--- src/rtl/flow_led_pkg.sv ---
// Shared definitions for the flow-LED control path: key FSM states and clock/debounce constants.
package flow_led_pkg;

    localparam int unsigned CLK_HZ             = 50_000_000;
    localparam int unsigned DEB_CYCLES_DEFAULT = 1_000_000;
    localparam int unsigned CNT_W_DEFAULT      = 20;

    typedef enum logic [1:0] {
        REL       = 2'd0,
        PRESS_CHK = 2'd1,
        PRS       = 2'd2,
        REL_CHK   = 2'd3
    } key_state_e;

endpackage

--- src/rtl/key_debounce.sv ---
// One push-button path: two-flop synchroniser, four-state debounce FSM and qualification counter.
// Emits a registered one-cycle strobe on each accepted press plus the registered stable level.
module key_debounce
    import flow_led_pkg::*;
#(
    parameter int unsigned DEB_CYCLES = DEB_CYCLES_DEFAULT,
    parameter int unsigned CNT_W      = CNT_W_DEFAULT
) (
    input  logic clk_i,
    input  logic rst_n_i,
    input  logic key_n_i,
    output logic press_o,
    output logic level_o
);

    localparam logic [CNT_W-1:0] CNT_LAST = CNT_W'(DEB_CYCLES - 1);

    logic [1:0]       sync_q;
    key_state_e       state_q, state_d;
    logic [CNT_W-1:0] cnt_q, cnt_d;
    logic             press_q, press_d;
    logic             level_q, level_d;
    logic             ks;

    // sync_q[1] is the synchronised pin level (0 = pressed)
    assign ks = sync_q[1];

    always_ff @(posedge clk_i) begin
        if (!rst_n_i) begin
            sync_q  <= 2'b11;
            state_q <= REL;
            cnt_q   <= '0;
            press_q <= 1'b0;
            level_q <= 1'b0;
        end else begin
            sync_q  <= {sync_q[0], key_n_i};
            state_q <= state_d;
            cnt_q   <= cnt_d;
            press_q <= press_d;
            level_q <= level_d;
        end
    end

    always_comb begin
        state_d = state_q;
        cnt_d   = cnt_q;
        press_d = 1'b0;
        case (state_q)
            REL: begin
                if (!ks) state_d = PRESS_CHK;
            end
            PRESS_CHK: begin
                if (ks) begin
                    state_d = REL;
                end else if (cnt_q == CNT_LAST) begin
                    state_d = PRS;
                    press_d = 1'b1;
                end else begin
                    cnt_d = cnt_q + CNT_W'(1);
                end
            end
            PRS: begin
                if (ks) state_d = REL_CHK;
            end
            REL_CHK: begin
                if (!ks) begin
                    state_d = PRS;
                end else if (cnt_q == CNT_LAST) begin
                    state_d = REL;
                end else begin
                    cnt_d = cnt_q + CNT_W'(1);
                end
            end
            default: state_d = REL;
        endcase
        // every qualification window starts from zero
        if (state_d != state_q) cnt_d = '0;
        level_d = (state_d == PRS) || (state_d == REL_CHK);
    end

    assign press_o = press_q;
    assign level_o = level_q;

endmodule

--- src/rtl/flow_led_key_ctrl.sv ---
// Turns the raw pause and mode buttons into toggled level controls for the flow-LED display,
// with a one-cycle strobe per accepted press. Single 50 MHz clock domain.
module flow_led_key_ctrl
    import flow_led_pkg::*;
#(
    parameter int unsigned DEB_CYCLES = DEB_CYCLES_DEFAULT,
    parameter int unsigned CNT_W      = CNT_W_DEFAULT
) (
    input  logic clk_50m,
    input  logic rst_n,
    input  logic key_stop_n,
    input  logic key_mode_n,
    output logic flow_led_stop,
    output logic sw_change,
    output logic stop_press,
    output logic mode_press
);

    logic stop_strb, mode_strb;
    logic stop_level_unused, mode_level_unused;
    logic flow_stop_q, sw_change_q;

    key_debounce #(
        .DEB_CYCLES (DEB_CYCLES),
        .CNT_W      (CNT_W)
    ) u_key_stop (
        .clk_i   (clk_50m),
        .rst_n_i (rst_n),
        .key_n_i (key_stop_n),
        .press_o (stop_strb),
        .level_o (stop_level_unused)
    );

    key_debounce #(
        .DEB_CYCLES (DEB_CYCLES),
        .CNT_W      (CNT_W)
    ) u_key_mode (
        .clk_i   (clk_50m),
        .rst_n_i (rst_n),
        .key_n_i (key_mode_n),
        .press_o (mode_strb),
        .level_o (mode_level_unused)
    );

    // Keys are independent: each strobe flips only its own level
    always_ff @(posedge clk_50m) begin
        if (!rst_n) begin
            flow_stop_q <= 1'b0;
            sw_change_q <= 1'b0;
        end else begin
            flow_stop_q <= flow_stop_q ^ stop_strb;
            sw_change_q <= sw_change_q ^ mode_strb;
        end
    end

    assign flow_led_stop = flow_stop_q;
    assign sw_change     = sw_change_q;
    assign stop_press    = stop_strb;
    assign mode_press    = mode_strb;

endmodule

--- config.mk ---
export PLATFORM = sky130hd
export DESIGN_NAME = flow_led_key_ctrl
export DESIGN_NICKNAME = d
export VERILOG_FILES = /design/src/rtl/flow_led_pkg.sv /design/src/rtl/key_debounce.sv /design/src/rtl/flow_led_key_ctrl.sv
export SDC_FILE = /design/constraint.sdc
export NUM_CORES = 1
export LEC_CHECK = 0
export CAP_MARGIN = 15
export CORE_MARGIN = 4
export CORE_UTILIZATION = 60
export CTS_CLUSTER_DIAMETER = 30
export DETAILED_ROUTE_END_ITERATION = 8
export PLACE_DENSITY = 0.87
export SYNTH_ARGS = -nofsm -noshare
export SYNTH_HDL_FRONTEND = slang
export SYNTH_HIERARCHICAL = 1
export SYNTH_SLANG_ARGS = --single-unit
--- constraint.sdc ---
create_clock -name clk_50m -period 5.28 [get_ports clk_50m]
set_input_delay 0.528 -clock clk_50m [delete_from_list [all_inputs] [get_ports clk_50m]]
set_output_delay 0.528 -clock clk_50m [all_outputs]
set_load 0.02 [all_outputs]
After elaboration in Yosys (flattened, before gate mapping)
Index checks and enable logic that the tools add are counted.

Bits of input ports: 4. Flip-flop bits (word level): 52.

Reductions and logical operators: 10. Bitwise logic cells: 5. Equality and inequality tests: 14. Add/sub/neg operators: 2. Multiplexer cells: 24.

Operators with widths (number): $mux W20 (6); $pmux W20 S2 (2); $add A20 B1 Y20 const B (2); $eq A20 B20 Y1 const B (2); $mux W2 (12); $pmux W2 S4 (2); $eq A2 B2 Y1 const B (4); $reduce_and A3 Y1 (2); $reduce_or A3 Y1 (2); $eq A2 B1 Y1 const B (2); $logic_not A2 Y1 (2); $ne A2 B1 Y1 const B (2); $ne A2 B2 Y1 (2); $ne A2 B2 Y1 const B (2); $reduce_bool A2 Y1 (2); $reduce_or A2 Y1 (2); $not A1 Y1 (3); $mux W1 (2); $xor A1 B1 Y1 (2).

Longest topological paths before layout
Depth after elaboration: 6. Gate-level depth with buffers: 6. Depth with buffers taken out: 5.

Hierarchy
Netlist, hierarchy kept.

By module, submodules not included: key_debounce (cells each 139, area an instance 1228.7 µm², times used 2); flow_led_key_ctrl (cells each 6, area an instance 70.1 µm², times used 1).

Worst setup path after synthesis
OpenSTA, ideal clock, no wires.

Kind: flip-flop to flip-flop. Start point: register u_key_mode.sync_q[1]. End point: register u_key_mode.cnt_q[19]. Arrival: 1737 ps. Data required time: 5201 ps. Library setup time: 79 ps. Stages on the path, launching flop included: 6. Period minus slack after synthesis: 1816 ps. Path slack: 3464 ps. Path through: dfxtp_1 -> xor2_1 -> or4_1 -> buf_2 -> or4_1 -> a22oi_1.

Word-level cells in the longest chain between the ends: 4. Elaborated cells on any way between the ends: 10.

RTL lines: start: declaration (line key_debounce.sv:18) `logic [1:0] sync_q;`; start signal: assignment (line key_debounce.sv:36) `sync_q <= {sync_q[0], key_n_i};`; $mux W2 (on tied branches); $pmux W2 S4 (line key_debounce.sv:48) `case (state_q)`; $ne A2 B2 Y1 (line key_debounce.sv:77) `if (state_d != state_q) cnt_d = '0;`; $reduce_or A2 Y1 (no source line); end signal: assignment (line key_debounce.sv:38) `cnt_q <= cnt_d;`; end: declaration (line key_debounce.sv:20) `logic [CNT_W-1:0] cnt_q, cnt_d;`.

Several ways; a longest one is shown, not always the timed one. A chain may end at the register's enable or synchronous reset.

Worst setup path after layout
Start point: input port rst_n. End point: register u_key_stop.cnt_q[3].

Word-level cells in the longest chain between the ends: 2.

RTL lines: start: declaration (line flow_led_key_ctrl.sv:10) `input logic rst_n,`; $not A1 Y1 (no source line); $reduce_or A2 Y1 (no source line); end signal: assignment (line key_debounce.sv:38); end: declaration (line key_debounce.sv:20).

No other way between the ends.

==> out/metrics.sh <==
OUTCOME='finished clean'
PLACE.PORT_BUFFERS=7
PERIOD_SHARE_PCT=42.5
DRC=0
POWER_DENSITY_nW_PER_UM2=242
POSTSYNTHREGISTERBITS=52
SETUP_REPAIR_AFTER_GLOBAL_ROUTING_MISSED_ITS_MARGIN='no'
VIAS=2262
NET_COUNT_FINAL=290
FINALINSTANCEAREA_UM2=2690
MAX-CAP-VIOLATIONS=0
WIRE_LENGTH_OF_THE_FIRST_GLOBAL_ROUTING_PASS_UM=9260
GLOBALROUTE.TOTALOVERFLOW=0
SYNTH.DISTINCT_CELLS=42
PATH_CATEGORY_OF_THE_WORST_MIN_DELAY_CHECK='register to register'
WORST_R2R_PATH_DEPTH=3
CLKTRANSATPATHREGS_NS=0.09
SYN_INST=284
DESIGN.DIE.AREA_UM2=5310
ANTENNA-DIODE-COUNT=0
MAX_CLK_RATE_GHz=0.446
FLOORPLAN.DIE.HEIGHT_UM=72.9
STARTING_DENSITY_OF_THE_CORE_PCT=62.7
GP_CONGESTION=0.822
CTS.HOLD.BUFFERS_ADDED=0
TIMING_WORST_SLEW_PIN_VALUE_NS=0.738
NUMBER_OF_BUFFERS_BETWEEN_CLOCK_ROOT_AND_THE_DEEPEST_SINK=2
DRT-WIRELENGTH-PER-CELL_UM=16.1
FINALSETUPTNS_NS=0
INITIAL_ANTENNA_VIOLATION_COUNT=0
VIAS_PER_CELL=6.75
POSTROUTEWIRELENGTH_UM=5390
DIE_WIDTH_UM=72.9
CORE_REGION_AREA_UM2=4030
FIN_CRIT_NS=2.24
CRIT_SLOWEST_CELL='clkdlybuf4s50_1'
CLOCK_LATENCY_NS=0.31
LEAKAGE_nW=0.803
FIRSTDRTPASSITERS=4
DETAIL_ROUTE.ITER0.VIOLATIONS=226
POST_DP_CELL_AREA_UM2=2590
SETUP_VIOL_COUNT_FINAL=0
DP_HPWL_UM=3810
SKEW_NS=0.00629
GRT_USAGE_PCT=21.6
SYNTH_AREA_UM2=2530
YS_SEQ_AREA_SHARE_PCT=41.2
GRT_PASS1_VIAS=2062
MAX-SLEW-MARGIN-REL_PCT=50.7
BOUNDARYPINS=8
IR_WORST_VDD_uV=162
MULTI_INPUT_COMB_AREA_UM2=1390
TIMING_WORST_SETUP_PATH_TYPE='input port to register'
AREA.SEQUENTIAL_UM2=1040
CLOCK-ROOT-BUFFER='clkbuf_8'
ANT_NETS=0
REPORT.FINAL.SLEW_VIOL_COUNT=0
CRITPATHARRIVALTIME_NS=2.44
FINALHOLDVIOLCOUNT=0
CP-START-KIND='input port'
AREA.GROWTH.SYNTH_TO_FINAL_PCT=6.39
PATH_CELLS='clkdlybuf4s50_1 > nand3_1 > a221oi_1'
FINAL.FILL_COUNT=317
CRITPATHMAXSTAGEDELAY_NS=0.76
NUM_ROWS=23
SYN_NETS=290
REQUIRED_TIME_OF_THE_WORST_SETUP_PATH_NS=5.48
POST_ROUTE_CELLS_DRIVE_ABOVE_1_SHARE_PCT=3.16
SYNTH_WARNINGS=6
SYN_AVG_CELL_AREA_UM2=8.90
MIN_PATH_CELLS=1
CTS.REPAIR_TIMING.SETUP_BUFFER_COUNT=0
CLOCK-SINKS=52
HOLD_SLACK_FINAL_NS=0.418
CTSHTREEMAXLEVEL=2
POST_CTS.RESIZED_INSTANCES=0
CP_ENDPOINT_KIND='register'
PATH_MAX_FANOUT=18
CLOCK_BUFFER_COUNT_FROM_CTS=5
TRITONCTS='done'
PIN_COUNT_OF_THE_BIGGEST_NET_ENTERING_GLOBAL_ROUTING=19
-- worst max-delay path, delay by kind of cell --
kind,cells,cell delay [ns]
AO/OA/AOI/OAI,1,0.49
buffers and inverters,1,0.76
AND/OR/NAND/NOR,1,0.66
-- placed cells by master (no fill, tap or decap), types with 4 or more instances in the layout --
master and n:
o21ai_0 14, or4_1 12, xor2_1 4, nand2b_1 4
and4_1 6, or3_1 12, nand3_1 12, a21boi_0 4
nor4_1 10, nand4_1 14, a221oi_1 4, inv_1 8
nor2_1 6, nand2_1 18, a21oi_1 8, clkdlybuf4s50_1 7
and2_1 6, clkbuf_8 6, a31oi_1 4, o31ai_1 8
dfxtp_1 52, nor4b_1 4, xnor2_1 8, a22oi_1 20
-- logic make-up after synthesis --
family / after synthesis / synth area share (%)
compound gates: 80 / 22.0
simple gates: 114 / 27.1
xor+xnor: 12 / 4.16
mux: 2 / 0.792
flops: 52 / 41.2
fa+ha+maj: 2 / 0.990
buf+inv: 22 / 3.76
-- final timing paths --
check,endpoint,slack (ns),startpoint
setup reg to reg,u_key_stop/cnt_q[3],3.07,u_key_stop/level_o
hold / removal,u_key_mode/sync_q[1],0.42,u_key_mode/sync_q[0]
hold reg to reg,u_key_mode/sync_q[1],0.42,u_key_mode/sync_q[0]
setup / recovery,u_key_stop/cnt_q[3],3.04,rst_n
-- final cells by class --
class                           instances  share of cell area (%)
Clock inverter                          1                   0.279
Tap cell                               50                    2.33
Multi-Input combinational cell        210                    51.7
Sequential cell                        52                    38.7
Timing Repair Buffer                    7                    2.61
Clock buffer                            7                    3.21
Inverter                                8                    1.12
-- where the power goes --
part | total (mW) | internal (mW) | switching (mW)
Sequential | 0.396 | 0.394 | 0.00203
Combinational | 0.0183 | 0.00512 | 0.0131
Clock | 0.238 | 0.107 | 0.131
Total | 0.652 | 0.506 | 0.146
-- flip-flops by register name, indices dropped and copies added, names as in the netlist --
register,flops
u_key_mode/press_o,1
u_key_stop/press_o,1
sw_change,1
u_key_mode/sync_q,2
u_key_stop/level_o,1
u_key_stop/cnt_q,20
u_key_mode/state_q,1
u_key_stop/state_q,1
flow_led_stop,1
u_key_stop/sync_q,2
u_key_mode/level_o,1
u_key_mode/cnt_q,20
-- synth_stat cells (all sizes together) --
master	number	area, um^2
or4	12	90.1
nand2	18	67.6
xnor2	8	70.1
a41oi	2	17.5
dfxtp	52	1040
ha	2	25.0
nand3b	2	15.0
mux2i	2	20.0
o211ai	2	15.0
nor2	6	22.5
inv	8	30.0
a311oi	2	17.5
xor2	4	35.0
o21ai	14	70.1
a221oi	4	35.0
or3	12	75.1
o21bai	2	15.0
a22oi	20	150
o22ai	2	12.5
a21bo	2	20.0
o31ai	8	60.1
and3	2	12.5
or2	2	12.5
nor4	10	62.6
nand4	14	87.6
nor4b	4	35.0
nor3	2	10.0
nand2b	4	25.0
buf	4	25.0
a21boi	4	30.0
nand3	12	60.1
a21oi	8	40.0
and2	6	37.5
nor4bb	2	20.0
a21o	2	15.0
o21a	2	15.0
a211o	2	17.5
clkbuf	10	40.0
and4	6	52.6
a31oi	4	25.0
-- per-stage QoR --
stage	std cells	util, %	power [mW]	setup slack (ns)
finish	335	66.7	0.652	3.04
global route	335	66.7	0.674	2.89
CTS	335	66.7	0.655	3.06
detailed placement	327	64.4	0.423	2.76
global placement	327	64.4	0.422	2.86
floorplan	284	-	0.416	3.46
-- layer usage --
metal	wire (um)	vias up	track usage, %
met5	0	-	0
met4	45	0	6.97
met3	307	5	5.10
met2	2450	69	33.8
met1	2580	1078	29.5
li1	-	1110	-
Power figures use the tool's default switching activity.
